### src/rtl/alu_cond_stage.sv
// Condition/flag stage behind the ALU: holds NZCV, evaluates the ARM condition field,
// gates the write enables and registers them with the result toward writeback.
module alu_cond_stage #(
    parameter int unsigned DATA_W = 32,
    parameter int unsigned CNT_W  = 16
) (
    input  logic              clk,
    input  logic              reset,
    input  logic              valid_i,
    input  logic [3:0]        cond_i,
    input  logic [1:0]        flag_write_i,
    input  logic [3:0]        alu_flags_i,
    input  logic              reg_write_i,
    input  logic              mem_write_i,
    input  logic              pc_src_i,
    input  logic [DATA_W-1:0] result_i,
    output logic              valid_o,
    output logic              reg_write_o,
    output logic              mem_write_o,
    output logic              pc_src_o,
    output logic              cond_ex_o,
    output logic [DATA_W-1:0] result_o,
    output logic [3:0]        flags_o,
    output logic [CNT_W-1:0]  exec_cnt_o,
    output logic [CNT_W-1:0]  squash_cnt_o
);

    localparam logic [CNT_W-1:0] CNT_MAX = {CNT_W{1'b1}};

    logic              valid_q,     valid_d;
    logic              reg_write_q, reg_write_d;
    logic              mem_write_q, mem_write_d;
    logic              pc_src_q,    pc_src_d;
    logic              cond_ex_q,   cond_ex_d;
    logic [DATA_W-1:0] result_q,    result_d;
    logic [3:0]        flags_q,     flags_d;
    logic [CNT_W-1:0]  exec_cnt_q,  exec_cnt_d;
    logic [CNT_W-1:0]  squash_cnt_q, squash_cnt_d;

    logic flag_n, flag_z, flag_c, flag_v;
    logic cond_ex_c;
    logic pass_c;

    assign {flag_n, flag_z, flag_c, flag_v} = flags_q;

    // Condition evaluated against the flag register before this instruction's own update
    always_comb begin
        cond_ex_c = 1'b1;
        case (cond_i)
            4'h0: cond_ex_c = flag_z;
            4'h1: cond_ex_c = ~flag_z;
            4'h2: cond_ex_c = flag_c;
            4'h3: cond_ex_c = ~flag_c;
            4'h4: cond_ex_c = flag_n;
            4'h5: cond_ex_c = ~flag_n;
            4'h6: cond_ex_c = flag_v;
            4'h7: cond_ex_c = ~flag_v;
            4'h8: cond_ex_c = flag_c & ~flag_z;
            4'h9: cond_ex_c = ~flag_c | flag_z;
            4'hA: cond_ex_c = (flag_n == flag_v);
            4'hB: cond_ex_c = (flag_n != flag_v);
            4'hC: cond_ex_c = ~flag_z & (flag_n == flag_v);
            4'hD: cond_ex_c = flag_z | (flag_n != flag_v);
            default: cond_ex_c = 1'b1;
        endcase
    end

    assign pass_c = valid_i & cond_ex_c;

    always_comb begin
        valid_d      = valid_i;
        cond_ex_d    = pass_c;
        reg_write_d  = pass_c & reg_write_i;
        mem_write_d  = pass_c & mem_write_i;
        pc_src_d     = pass_c & pc_src_i;
        result_d     = result_q;
        flags_d      = flags_q;
        exec_cnt_d   = exec_cnt_q;
        squash_cnt_d = squash_cnt_q;

        if (valid_i) begin
            result_d = result_i;
        end
        if (pass_c) begin
            if (flag_write_i[1]) flags_d[3:2] = alu_flags_i[3:2];
            if (flag_write_i[0]) flags_d[1:0] = alu_flags_i[1:0];
            if (exec_cnt_q != CNT_MAX) exec_cnt_d = exec_cnt_q + CNT_W'(1);
        end
        if (valid_i && !cond_ex_c && squash_cnt_q != CNT_MAX) begin
            squash_cnt_d = squash_cnt_q + CNT_W'(1);
        end
    end

    always_ff @(posedge clk) begin
        if (reset) begin
            valid_q      <= 1'b0;
            cond_ex_q    <= 1'b0;
            reg_write_q  <= 1'b0;
            mem_write_q  <= 1'b0;
            pc_src_q     <= 1'b0;
            result_q     <= '0;
            flags_q      <= 4'b0000;
            exec_cnt_q   <= '0;
            squash_cnt_q <= '0;
        end else begin
            valid_q      <= valid_d;
            cond_ex_q    <= cond_ex_d;
            reg_write_q  <= reg_write_d;
            mem_write_q  <= mem_write_d;
            pc_src_q     <= pc_src_d;
            result_q     <= result_d;
            flags_q      <= flags_d;
            exec_cnt_q   <= exec_cnt_d;
            squash_cnt_q <= squash_cnt_d;
        end
    end

    assign valid_o      = valid_q;
    assign cond_ex_o    = cond_ex_q;
    assign reg_write_o  = reg_write_q;
    assign mem_write_o  = mem_write_q;
    assign pc_src_o     = pc_src_q;
    assign result_o     = result_q;
    assign flags_o      = flags_q;
    assign exec_cnt_o   = exec_cnt_q;
    assign squash_cnt_o = squash_cnt_q;

endmodule

### config.mk
export PLATFORM = sky130hd
export DESIGN_NAME = alu_cond_stage
export DESIGN_NICKNAME = d
export VERILOG_FILES = /design/src/rtl/alu_cond_stage.sv
export SDC_FILE = /design/constraint.sdc
export NUM_CORES = 1
export LEC_CHECK = 0
export CAP_MARGIN = 20
export CORE_ASPECT_RATIO = 0.7
export CORE_MARGIN = 5
export CORE_UTILIZATION = 35
export CTS_BUF_LIST = sky130_fd_sc_hd__clkbuf_8
export DETAILED_ROUTE_END_ITERATION = 16
export PLACE_DENSITY = 0.71
export SETUP_SLACK_MARGIN = 0.1
export SLEW_MARGIN = 0
export SYNTH_ARGS = -nofsm -noshare
export SYNTH_HDL_FRONTEND = slang
export SYNTH_SLANG_ARGS = --single-unit
### constraint.sdc
create_clock -name clk -period 3.9 [get_ports clk]
set_input_delay 1.17 -clock clk [delete_from_list [all_inputs] [get_ports clk]]
set_output_delay 1.17 -clock clk [all_outputs]
set_load 0.005 [all_outputs]
Word-level counts from Yosys, hierarchy flattened --
Cells that the tools add are included. W data, S select, Z words.
Cells by class: order comparisons 0, add/subtract/negate cells 2, divide/modulo/power cells 0, shifts and indexed selects 0, bitwise operators 12, mux-type cells 1, equal/unequal tests 17, reduce and logical (&&, ||, !) cells 7, multipliers 0
Operator list (count):
- $add A16 B1 Y16 const B | 2
- $ne A16 B16 Y1 const B | 2
- $eq A4 B4 Y1 const B | 6
- $eq A4 B3 Y1 const B | 4
- $pmux W1 S14 | 1
- $eq A4 B2 Y1 const B | 2
- $and A1 B1 Y1 | 6
- $reduce_and A2 Y1 | 3
- $eq A4 B1 Y1 const B | 1
- $logic_not A4 Y1 | 1
- $not A1 Y1 | 4
- $logic_and A1 B1 Y1 | 2
- $or A1 B1 Y1 | 2
- $eq A1 B1 Y1 | 1
- $logic_not A1 Y1 | 1
- $ne A1 B1 Y1 | 1
Word-level totals: input port bits 48, latch bits 0, register bits 73, logic and storage cells 49, ROM bits 0, memories 0, bits in writable memories 0, output and inout bits 73

Depth between registers and ports, before layout --
word-level depth 6, depth in mapped cells 9, gate-level depth less buffers 6

Least setup slack after synthesis --
OpenSTA, ideal clock, no wires.
kind in2reg, start point in cond_i[3], end point reg exec_cnt_q[12] (netlist: exec_cnt_o[12]), path buffers 2, cell stages on the path 8, setup time 0.121 ns, data arrival time 3.150 ns, path slack 0.629 ns, required time 3.779 ns, cells stage by stage clkbuf_2 > or3b_2 > a21bo_2 > a32oi_1 > o31ai_1 > clkbuf_1 > nor4b_1 > mux2_2
Between the ends: word-level cells in the longest chain between the ends 4, elaborated cells on any way between the ends 17, those cells by class eq/ne (13); mux (1); bitwise (1); reduce/logical (2)
Ends and longest elaborated chain:
- start: declaration | line 10 | input logic [3:0] cond_i,
- $eq A4 B4 Y1, or another cell as far along | line 49 | case (cond_i)
- $pmux W1 S14 (*) | line 49
- $and A1 B1 Y1 (*) | line 68 | assign pass_c = valid_i & cond_ex_c;
- $reduce_and A2 Y1 (no source line) (*)
- end signal: assignment | line 113 | exec_cnt_q <= exec_cnt_d;
- end: declaration | line 37 | logic [CNT_W-1:0] exec_cnt_q, exec_cnt_d;
Every way passes the cells marked *; elsewhere a longest branch is shown, timed or not. A chain may end at the register's enable or synchronous reset.

Final worst setup path --
start point in cond_i[2], end point reg squash_cnt_q[5] (netlist: squash_cnt_o[5])
Between the ends: word-level cells in the longest chain between the ends 5, elaborated cells on any way between the ends 18, those cells by class eq/ne (13); mux (1); reduce/logical (4)
Ends and longest elaborated chain:
- $eq A4 B4 Y1, or another cell as far along | line 49
- $pmux W1 S14 (*) | line 49
- $logic_not A1 Y1 (*) | line 89 | if (valid_i && !cond_ex_c && squash_cnt_q != CNT_MAX) begin
- $logic_and A1 B1 Y1 (*) (2 in a row) | line 89
- end signal: assignment | line 114 | squash_cnt_q <= squash_cnt_d;
- end: declaration | line 38 | logic [CNT_W-1:0] squash_cnt_q, squash_cnt_d;
Marks and branches as above.

==> metrics.md <==
| Metric | Value |
|---|---|
| Final Setup Violations | 0 |
| Vias per cell | between 5 and 6 |
| R2R Path End | squash_cnt_o[5]$_SDFFE_PP0P_ |
| Pwr per Cell Area | approximately 330 nW/um^2 |
| Area growth from synthesis to layout | 47.5% |
| EDFF count, synth | 0 |
| Fillers | just over 800 |
| Net Sw Frac | between 20% and 30% |
| Max-Slew Margin vs Limit | between 30% and 40% |
| CP Launch Type | input port |
| Die width | 125 um |
| Mux cell area share after synthesis | about 11% |
| GR peak layer | met2 |
| Drt wl/cell | about 15 um |
| H-Tree Depth | 3 |
| Switch Pwr | ~390 uW |
| Synth Area in Compound Gates | 16.0% |
| Synth Flop Type | dfxtp_1 |
| Pin count of the biggest net entering global routing | 35 |
| Clock share of power | 36.4% |
| Die height | about 91 um |
| DR DRC count | 0 |
| HP Class | flip-flop to flip-flop |
| Crit Path Category | input port to flip-flop |
| Buf+Inv Stages, Crit Path | 1 |
| Crit share post-route | 93.9% |
| IO buf count | 120 |
| Crit path largest cell delay | roughly 0.7 ns |
| Setup bufs post-CTS | 0 |
| Initial DRC count | 129 |
| Req. time, crit path | around 4.2 ns |
| Largest delay contributor family on the critical path | simple AND/OR/NAND/NOR gates |
| Antenna violations before repair | 1 |
| Share of cells above drive strength 1 | 7.90% |
| Commonest non-fill, non-tap cell in the layout | clkdlybuf4s50_1 |
| Vias in the first global route | around 3000 |
| Total clock sinks | 73 |
| Cts repair resizes | 0 |
| Post-Synth Simple-Gate Area | 22.6% |
| Diode count | 0 |
| Avg Cell Area, Syn | 9.17 sq um |
| Synth warn | 0 |
| M3 GR Usage | 8.92% |
| WHS Path Cells | 2 |
| CP Capture Type | flip-flop |
| First-pass GRT wire length | roughly 15000 um |
| CTS Buffer Depth | 2 |
| # hold bufs at CTS | 0 |
| Clock transition at path regs | 0.08 ns |
| Synth async-reset ratio | 0% |
| Worst-Margin Slew | 1.03 ns |
| Clk_lat worst skew | 0.35 ns |
| DP HPWL | ~6600 um |
| Main combinational cell family by area after synthesis | simple AND/OR/NAND/NOR gates |
| Worst path cell trace | clkdlybuf4s50_1, mux2_4, a31oi_4, a32oi_1, or4b_4, or4_1, a21oi_1 |
| Tot GR Track Use | 16.0% |
| Unrepaired setup endpoints after global routing | no |
| MaxCap Viol Count | 0 |
| Fin area | 4820 sq um |
| R2R Setup Slk | around 1.3 ns |
| Syn Nets | slightly above 400 |
| Vias post-DR | around 3200 |
| Starting density of the core | 36.0% |
| Num ports | 121 |
| Drt total wl | 9350 um |
| Clock skew | 0.00880 ns |
| Synth Register Bits | 73 |
| DRT Pass-1 Iters | 4 |
| XOR/XNOR Fraction of Synth Area | 0.268% |
| Register-to-Register Path Depth | 6 |
| Worst path slowest cell | or4b_4 |
| Combinational share of power | 14.1% |
| Total Die Area | 11400 sq um |
| Outcome | finished, final reports clean |
| Worst R2R Start | flags_o[0]$_SDFFE_PP0P_ |
| CTS Root Cell | clkbuf_8 |
| Netlist Area Pre-Place | about 3300 sq um |
| Total grt overflow | 0 |
| Hold EP | result_o[12]$_SDFFE_PP0P_ |
| Final ANT Viol Nets | 0 |
| Fmax | approximately 0.27 GHz |
| FP Rows | 29 |
| Hold Startpoint | result_o[12]$_SDFFE_PP0P_ |
| Final Critical Period | around 3.7 ns |
| TritonCTS clock tree | built |
| Max IR drop VDD | between 0.2 and 0.25 mV |
| Data arrival, critical path | a little under 4 ns |
| Core area | just over 9000 sq um |
| Yosys cell types | 47 |
| Post-Synthesis Cells | 356 |
| Cell Area, Placed | 4630 sq um |
| Sequential area share after synthesis | 44.8% |
| GR Util met1 | 19.8% |
| Cell Int Power | 1210 uW |
| TritonCTS Buffers | 9 |
| Leakage | approximately 0.0017 uW |
| Seq pwr share | 49.5% |
| Post-synthesis adder-cell area fraction | 0.766% |
| Nets | ~530 |
| Routing usage on met2 | a little under a quarter |
| Gpl congestion | slightly below 0.8 |
| Slew Limit Fails | 0 |
| Crit Path Max Fanout | 30 |
| Final hold vios | 0 |
| Pwr Total | about 1600 uW |
| Most frequent cells in the layout | 118 x clkdlybuf4s50_1, 73 x dfxtp_1, 38 x nor2_1 |
## layout make-up
cell class / count / area, sq um / share of cell area [%]
flip-flops and latches: 73 / 1460 / 30.3
repair buffers: 134 / 1310 / 27.2
multi-input cells: 248 / 1670 / 34.6
clock inverters: 6 / 52.6 / 1.09
clock buffers: 10 / 138 / 2.86
well taps: 124 / 155 / 3.22
inverters: 10 / 37.5 / 0.779
## synthesized netlist by cell type (all sizes together) (5+ instances only)
| library cell | instances | area (sq um) |
|---|---|---|
| or4 | 24 | 180 |
| buf | 5 | 38.8 |
| clkbuf | 20 | 76.3 |
| inv | 10 | 37.5 |
| o21ai | 12 | 60.1 |
| nand2 | 11 | 41.3 |
| and3 | 5 | 31.3 |
| o31ai | 25 | 188 |
| nand3 | 12 | 60.1 |
| dfxtp | 73 | 1460 |
| mux2i | 32 | 320 |
| a21oi | 34 | 170 |
| nor2 | 38 | 143 |
## sequential cells by signal (all words and copies together), names as in the netlist
| signal | flops |
|---|---|
| cond_ex_o | 1 |
| squash_cnt_o | 16 |
| result_o | 32 |
| valid_o | 1 |
| reg_write_o | 1 |
| pc_src_o | 1 |
| exec_cnt_o | 16 |
| flags_o | 4 |
| mem_write_o | 1 |
## worst reg2reg max path, cell delays in order (launching register included)
cell     delay, ns
dfxtp_1       0.39
mux2_4        0.31
a31oi_4       0.19
a32oi_1       0.18
or4b_4        0.71
or4_1         0.58
a21oi_1       0.15
## kinds of logic (layout without fill, tap and decap cells)
kind of cell,count (synthesis),in the layout
xor gates and xnor gates,1,1
buffers and inverters,35,160
muxes,35,35
adders and majority gates,2,2
DFF,73,73
AOI/OAI and AO/OA,82,82
and+or+nand+nor,128,128
## per-stage QoR
stage                     setup TNS [ns]  std cells  hold slack [ns]  utilization [%]  setup slack, ns
after floorplan                        0        356            0.477                -            0.629
after global placement           -0.0433        589            0.470             51.0          -0.0179
after detailed placement          -0.941        589            0.485             51.0          -0.0823
after CTS                              0        605            0.498             53.1            0.272
after global routing                   0        605            0.520             53.1            0.159
final                                  0        605            0.499             53.1            0.238
## how the worst max path moves through the flow
stage	start	to	slack [ns]	cells past startpoint
final	cond_i[2]	squash_cnt_o[5]$_SDFFE_PP0P_	0.24	7
after global routing	cond_i[2]	squash_cnt_o[5]$_SDFFE_PP0P_	0.16	7
after CTS	cond_i[2]	squash_cnt_o[5]$_SDFFE_PP0P_	0.27	7
after detailed placement	cond_i[2]	squash_cnt_o[5]$_SDFFE_PP0P_	-0.08	7
after global placement	cond_i[2]	squash_cnt_o[6]$_SDFFE_PP0P_	-0.02	7
after floorplan	cond_i[3]	exec_cnt_o[12]$_SDFFE_PP0P_	0.63	8
## power by group through the flow
stage / clock [uW] / sequential, uW / combinational (uW)
finish: 582 / 790 / 225
global route: 635 / 793 / 245
CTS: 605 / 790 / 227
detailed placement: 0 / 806 / 225
global placement: 0 / 806 / 221
floorplan: 0 / 807 / 91.5
## metal layers
| metal | up-vias | wire [um] |
|---|---|---|
| met3 | 13 | 885 |
| met2 | 104 | 3950 |
| met5 | - | 11 |
| li1 | 1561 | - |
| met4 | 2 | 138 |
| met1 | 1481 | 4360 |
(Power assumes the default switching activity.)
